File: src/rtl/div_ctrl.sv
// Programmable clock divider with a handshaked divisor update.
// The active divisor only changes on a period boundary (or in IDLE), so the
// divided clock never shows a truncated or merged period. All visible
// outputs come straight from flops whose next values are decoded from the
// next counter/state values, so each output matches cnt/state in its cycle.
module div_ctrl #(
  parameter int unsigned CNT_W   = 8,
  parameter int unsigned DIV_RST = 5
) (
  input  logic             sys_clk,
  input  logic             sys_rst,
  input  logic             en,
  input  logic             cfg_valid,
  input  logic [CNT_W-1:0] cfg_div,
  output logic             cfg_ready,
  output logic             clk_out,
  output logic             clk_flag,
  output logic             busy,
  output logic             cfg_err
);

  typedef enum logic [1:0] {
    IDLE = 2'd0,
    RUN  = 2'd1,
    PEND = 2'd2
  } state_e;

  localparam logic [CNT_W-1:0] DIV_RST_C = CNT_W'(DIV_RST);
  localparam logic [CNT_W-1:0] ONE       = CNT_W'(1);
  localparam logic [CNT_W-1:0] TWO       = CNT_W'(2);

  state_e           state_q, state_d;
  logic [CNT_W-1:0] cnt_q, cnt_d;
  logic [CNT_W-1:0] div_act_q, div_act_d;
  logic [CNT_W-1:0] div_pend_q, div_pend_d;

  logic clk_out_q, clk_out_d;
  logic clk_flag_q, clk_flag_d;
  logic busy_q, busy_d;
  logic cfg_err_q, cfg_err_d;
  logic cfg_ready_q, cfg_ready_d;

  logic cfg_xfer;
  logic cfg_legal;
  logic at_boundary;
  logic run_d;

  // Handshake and period-boundary decode.
  assign cfg_xfer    = cfg_valid & cfg_ready_q;
  assign cfg_legal   = (cfg_div >= TWO);
  assign at_boundary = (state_q != IDLE) && (cnt_q == div_act_q - ONE);

  // State register: FSM state, counter, divisors and registered outputs.
  always_ff @(posedge sys_clk) begin
    // NOTE: sequential state uses non-blocking (<=) so every flop samples the
    // pre-edge values; blocking here would create order-dependent races.
    if (sys_rst) begin
      state_q     <= IDLE;
      cnt_q       <= '0;
      div_act_q   <= DIV_RST_C;
      div_pend_q  <= DIV_RST_C;
      clk_out_q   <= 1'b0;
      clk_flag_q  <= 1'b0;
      busy_q      <= 1'b0;
      cfg_err_q   <= 1'b0;
      cfg_ready_q <= 1'b1;
    end else begin
      state_q     <= state_d;
      cnt_q       <= cnt_d;
      div_act_q   <= div_act_d;
      div_pend_q  <= div_pend_d;
      clk_out_q   <= clk_out_d;
      clk_flag_q  <= clk_flag_d;
      busy_q      <= busy_d;
      cfg_err_q   <= cfg_err_d;
      cfg_ready_q <= cfg_ready_d;
    end
  end

  // Next-state logic: counter advance, divisor hand-over and run/stop decisions.
  always_comb begin
    // NOTE: every variable gets a default before the case so that no path
    // leaves it unassigned, which would otherwise infer a latch.
    state_d    = state_q;
    cnt_d      = cnt_q;
    div_act_d  = div_act_q;
    div_pend_d = div_pend_q;

    unique case (state_q)
      IDLE: begin
        cnt_d = '0;
        if (cfg_xfer && cfg_legal) div_act_d = cfg_div;
        if (en) state_d = RUN;
      end
      RUN: begin
        if (at_boundary) begin
          // A divisor offered in the last cycle applies at this very boundary.
          cnt_d = '0;
          if (cfg_xfer && cfg_legal) div_act_d = cfg_div;
          state_d = en ? RUN : IDLE;
        end else begin
          cnt_d = cnt_q + ONE;
          if (cfg_xfer && cfg_legal) begin
            div_pend_d = cfg_div;
            state_d    = PEND;
          end
        end
      end
      PEND: begin
        if (at_boundary) begin
          // The pending divisor is applied even when stopping.
          cnt_d     = '0;
          div_act_d = div_pend_q;
          state_d   = en ? RUN : IDLE;
        end else begin
          cnt_d = cnt_q + ONE;
        end
      end
      default: begin
        cnt_d   = '0;
        state_d = IDLE;
      end
    endcase
  end

  // Output decode from next-cycle values, so the flops line up with cnt/state.
  always_comb begin
    run_d       = (state_d != IDLE);
    clk_out_d   = run_d && (cnt_d < (div_act_d >> 1));
    clk_flag_d  = run_d && (cnt_d == div_act_d - ONE);
    busy_d      = run_d;
    cfg_err_d   = cfg_xfer && !cfg_legal;
    cfg_ready_d = (state_d != PEND);
  end

  assign cfg_ready = cfg_ready_q;
  assign clk_out   = clk_out_q;
  assign clk_flag  = clk_flag_q;
  assign busy      = busy_q;
  assign cfg_err   = cfg_err_q;

endmodule

File: config.mk
export PLATFORM = sky130hd
export DESIGN_NAME = div_ctrl
export DESIGN_NICKNAME = d
export VERILOG_FILES = /design/src/rtl/div_ctrl.sv
export SDC_FILE = /design/constraint.sdc
export NUM_CORES = 1
export LEC_CHECK = 0
export BUFFER_PORTS_ARGS = -buffer_cell sky130_fd_sc_hd__buf_2
export CAP_MARGIN = 40
export CORE_MARGIN = 5
export CORE_UTILIZATION = 45
export DETAILED_ROUTE_END_ITERATION = 6
export SYNTH_ARGS = -nofsm -noshare
export SYNTH_HDL_FRONTEND = slang
export SYNTH_SLANG_ARGS = --single-unit
File: constraint.sdc
create_clock -name sys_clk -period 6.7 [get_ports sys_clk]
set_clock_uncertainty 0.15 [all_clocks]
set_input_delay 0.67 -clock sys_clk [delete_from_list [all_inputs] [get_ports sys_clk]]
set_output_delay 0.67 -clock sys_clk [all_outputs]
set_load 0.02 [all_outputs]
### Word level (Yosys, flattened, before mapping)

Index checks and enable logic that the tools add are counted.
Widths: inputs -> output; s select.

* bits of input ports: 12
* word-level logic and storage cells: 44
* memory bits (writable): 0
* latch bits: 0
* memories kept: 0
* output and inout port bits: 5
* memory bits (read-only): 0
* register bits after elaboration: 31

* $lt $le $gt $ge: 2
* multiplexer cells: 12
* bitwise operators: 2
* multipliers: 0
* div/mod/pow operators: 0
* reductions and logical operators: 11
* $add $sub $neg: 3
* eq/ne operators: 5
* shift-type cells: 0

Operators with widths (count)
* $mux 8: 5
* $pmux 8 s3: 1
* $eq 8x8->1: 2
* $sub 8x1->8 const B: 2
* $add 8x1->8 const B: 1
* $ge 8x2->1 const B: 1
* $lt 8x7->1: 1
* $mux 2: 4
* $pmux 2 s3: 1
* $logic_and 1x1->1: 5
* $reduce_bool 2->1: 2
* $reduce_and 3->1: 1
* $eq 2x1->1 const B: 1
* $eq 2x2->1 const B: 1
* $logic_not 2->1: 1
* $ne 2x2->1 const B: 1
* $reduce_or 2->1: 1
* $and 1x1->1: 1
* $logic_not 1->1: 1
* $mux 1: 1
* $not 1->1: 1

### Logic depth before layout (Yosys ltp)

* word-level depth: 8
* depth in mapped cells: 16
* gate-level depth less buffers: 16

### Worst setup path after synthesis

No wires, ideal clock.

* path type: register to register
* start point: register div_act_q[0]
* end point: register clk_flag_q, in the netlist clk_flag
* required time: 6.447 ns
* clock period less this slack: 3.758 ns
* buffers on the path: 0
* data arrival time: 3.504 ns
* stages on the path, launching flop included: 16
* slack: 2.942 ns
* setup time: 0.103 ns
* cells stage by stage: dfxtp_1 inv_1 ha_1 xor3_1 nor4_4 inv_2 nor4_4 mux2_1 nand3_1 inv_1 ha_1 nor3b_1 nand3_1 a31oi_1 o221ai_1 a2111oi_2

* cells in the longest elaborated chain, start to end: 8
* elaborated cells on any way between the ends: 16
* those cells by class: 2 x add/sub; 2 x eq/ne; 9 x mux; 3 x reduce/logical

RTL lines
* from (decl): RTL line 34 `logic [CNT_W-1:0] div_act_q, div_act_d;`
* from (signal assigned): RTL line 70 `div_act_q <= div_act_d;`
* $sub 8x1->8: RTL line 51 `assign at_boundary = (state_q != IDLE) && (cnt_q == div_act_q - ONE);`
* $eq 8x8->1: RTL line 51
* $logic_and 1x1->1: RTL line 51
* $mux 8 (on tied branches): RTL line 110, 96
* $pmux 8 s3: RTL line 89 `unique case (state_q)`
* $sub 8x1->8: RTL line 130 `clk_flag_d = run_d && (cnt_d == div_act_d - ONE);`
* $eq 8x8->1: RTL line 130
* $logic_and 1x1->1 (*): RTL line 130
* to (signal assigned): RTL line 73 `clk_flag_q <= clk_flag_d;`
* to (decl): RTL line 38 `logic clk_flag_q, clk_flag_d;`

Mark *: on every way between the ends. The rest lies on a longest branch, timed or not.
A chain may end at the register's enable or synchronous reset.

### Worst setup path in the final report

Ends and elaborated chain as after synthesis.

==> results.py <==
metrics = {
    "timing": {
        "final.setup.tns_ns": 0,
        "finalSetupViolations": 0,
        "fin_crit_sh": 0.6561,
        "rsz0062_at_grt": "no",
        "clock.fmax_ghz": 0.2275,
        "slew_viol_final": 0,
        "hold_viol": 0,
        "finalHoldWorstSlack_ns": 0.3474,
        "relSlewSlack": 0.5228,
        "layout_min_cycle_time_ns": 4.396,
        "tightest_slew_ns": 0.7158,
    },
    "setup_path": {
        "path_max_fanout": 10,
        "r2r_slack_ns": 2.30,
        "regToRegEndpoint": "clk_flag",
        "worstSetupPathType": "register to register",
        "crit_chain": "inv_1 -> ha_1 -> xor3_1 -> nor4_4 -> inv_2 -> nor4_4 -> mux2_1 -> nand3_1 -> inv_1 -> ha_1 -> nor3b_1 -> nand3_1 -> a31oi_1 -> o221ai_1 -> a2111oi_2",
        "required_ns": 6.74,
        "critical_path.endpoint_type": "register",
        "reg2regPathDepth": 15,
        "critPathBufInv": 3,
        "critPathLaunchType": "register",
        "crit_cells": 15,
        "cp_top_family": "simple AND/OR/NAND/NOR gates",
        "slowest_delay_ns": 0.58,
        "rr_startpoint": "div_act_q[0]",
        "arrival_ns": 4.44,
        "crit_path_top_delay_cell": "nor4_4",
    },
    "clock_tree": {
        "clk_latency_ns": 0.29,
        "cts.sink_count": 31,
        "clk_pin_slew_ns": 0.07,
        "postCtsSetupRepairBufs": 0,
        "cts_hold_buf": 0,
        "cts-root-buf": "clkbuf_8",
        "cts-resized-gates": 0,
        "h-tree-depth": 2,
        "cts.path.max_buffers": 2,
        "cts_tree": "yes",
        "cts-buffers-inserted": 5,
    },
    "grt": {
        "grt_pass1_vias": 2201,
        "grt_pass1_wl_um": 11000,
        "grt_overflow": 0,
        "grt_max_degree": 27,
        "grtUsageTotal": 0.1940,
        "antenna_found_initial": 0,
    },
    "synthesis": {
        "synth_compound_area_frac": 0.2215,
        "synth_edf_count": 0,
        "synth-adder-area-share": 0.06650,
        "synth_top_family_by_area": "simple AND/OR/NAND/NOR gates",
        "synthMuxAreaShare": 0.03325,
        "yosys_warnings": 0,
        "seq_area_frac_synth": 0.2537,
        "synthSimpleGateAreaFrac": 0.3008,
        "synthArstFlopShare": 0,
        "ys_types": 63,
        "synth.ff_latch_count": 31,
        "synth_xor_area_frac": 0.08491,
        "synthCells": 302,
        "synthFlopType": "dfxtp_1",
        "syn-num-nets": 327,
        "synth_area_um2": 2446,
        "synth.avg_cell_area_um2": 8.100,
    },
    "routing": {
        "wire_per_inst_um": 17.44,
        "totalWireLength_um": 6730,
        "firstDrtPassIters": 4,
        "wl_met3_um": 490,
        "highest_layer": "met4",
        "vias": 2311,
        "met1Wirelength_um": 3115,
        "drcViolationCount": 0,
        "viasPerCell": 5.987,
        "route.antenna.remaining_nets": 0,
        "met2WireLength_um": 3004,
        "drt_iter0_drc": 277,
    },
    "run": {
        "maxCapViolations": 0,
    },
    "hold_path": {
        "min_from": "div_pend_q[7]",
        "whs_path_depth": 2,
        "min_to": "div_pend_q[7]",
        "hold_path_class": "register to register",
    },
    "power_and_ir_drop": {
        "swShare": 0.3925,
        "power.density_cell_area_nw_per_um2": 230.1,
        "clockPowerShare": 0.249,
        "p_int_w": 0.0003731,
        "switchingPower_w": 0.0002410,
        "leakage_nw": 1.081,
        "comb_power_share": 0.404,
        "seq_power_share": 0.347,
        "ir_drop_v": 0.0001363,
    },
    "finish": {
        "num-nets-final": 341,
        "final_cell_mix": "35 x nor2_1, 31 x dfxtp_1, 19 x nand2_1",
        "diodes": 0,
        "area_growth_pct": 9.105,
        "mostFrequentLayoutCell": "nor2_1",
        "layout-drive-gt1-share": 0.1266,
    },
    "floorplanning": {
        "core_um2": 5205,
        "die_h_um": 83.73,
        "row_count": 26,
        "die_w_um": 83.73,
        "num_io_pins": 17,
        "start_util": 0.4700,
        "fp.dieArea_um2": 7010,
    },
    "run_status": {
        "status": "finished clean",
    },
    "place": {
        "dpl.hpwl_um": 5213,
        "gp_congestion": 0.9184,
        "port_buffers": 16,
    },
}
power by group through the flow:
| stage | registers, W | clock network (W) | logic, W |
|---|---|---|---|
| final | 0.000213 | 0.000153 | 0.000248 |
| after global routing | 0.000215 | 0.000166 | 0.000271 |
| after CTS | 0.000213 | 0.000156 | 0.000245 |
| after detailed placement | 0.000217 | 0 | 0.000244 |
| after global placement | 0.000216 | 0 | 0.000244 |
| after floorplan | 0.000214 | 0 | 0.000188 |
cells in the mapped netlist (8+ instances only):
| library cell | n | area share |
|---|---|---|
| and3_1 | 9 | 0.023 |
| clkbuf_1 | 8 | 0.012 |
| dfxtp_1 | 31 | 0.25 |
| ha_1 | 13 | 0.066 |
| inv_1 | 14 | 0.021 |
| nand2_1 | 19 | 0.029 |
| nand3_1 | 15 | 0.031 |
| nor2_1 | 35 | 0.054 |
| nor3_1 | 10 | 0.020 |
| o21ai_0 | 11 | 0.023 |
| xnor2_1 | 9 | 0.032 |
| xor2_1 | 12 | 0.043 |
cells by family after synthesis:
kind of cell             Yosys count
XOR/XNOR                          22
multiplexers                       8
adder cells (fa/ha/maj)           13
buffers and inverters             25
flip-flops                        31
AO/OA/AOI/OAI                     70
AND/OR/NAND/NOR                  133
flip-flops by register name, summed over array words and instances (netlist names):
signal / count
cnt_q: 8
div_act_q: 8
div_pend_q: 8
state_q: 2
busy: 1
cfg_err: 1
cfg_ready: 1
clk_flag: 1
clk_out: 1
metrics by stage:
stage | power [W] | area [µm²] | setup slack (ns) | std cells | utilization
2_1_floorplan | 0.0004018 | 2446 | 2.942 | 302 | -
3_3_place_gp | 0.0004600 | 2581 | 2.471 | 379 | 0.4959
3_5_place_dp | 0.0004608 | 2581 | 2.354 | 379 | 0.4959
4_1_cts | 0.0006143 | 2669 | 2.311 | 386 | 0.5127
5_1_grt | 0.0006528 | 2669 | 1.902 | 386 | 0.5127
6_report | 0.0006141 | 2669 | 2.304 | 386 | 0.5127
final cells by class:
class	instances	area (µm²)
clock inverters	1	5.005
multi-input cells	246	1729
repair buffers	17	87.58
well taps	70	87.58
flip-flops and latches	31	620.6
inverters	15	56.30
clock buffers	6	82.58
fillers	519	2536
worst register-to-register path, cell delays in order, from the launching register on:
cell,delay (ns)
dfxtp_1,0.46
inv_1,0.08
ha_1,0.24
xor3_1,0.40
nor4_4,0.42
inv_2,0.12
nor4_4,0.58
mux2_1,0.40
nand3_1,0.15
inv_1,0.08
ha_1,0.31
nor3b_1,0.19
nand3_1,0.10
a31oi_1,0.25
o221ai_1,0.16
a2111oi_2,0.21
how the worst max path moves through the flow:
stage / from / endpoint
floorplan: div_act_q[0] / clk_flag
finish: div_act_q[0] / clk_flag
global placement: div_act_q[0] / clk_flag
global route: div_act_q[0] / clk_flag
detailed placement: div_act_q[0] / clk_flag
CTS: div_act_q[0] / clk_flag
metal layers:
| layer | GRT usage | vias up |
|---|---|---|
| li1 | - | 1146 |
| met1 | 0.2623 | 1077 |
| met2 | 0.3051 | 80 |
| met3 | 0.04047 | 8 |
| met4 | 0.06579 | 0 |
| met5 | 0 | - |
(Power assumes the default switching activity.)
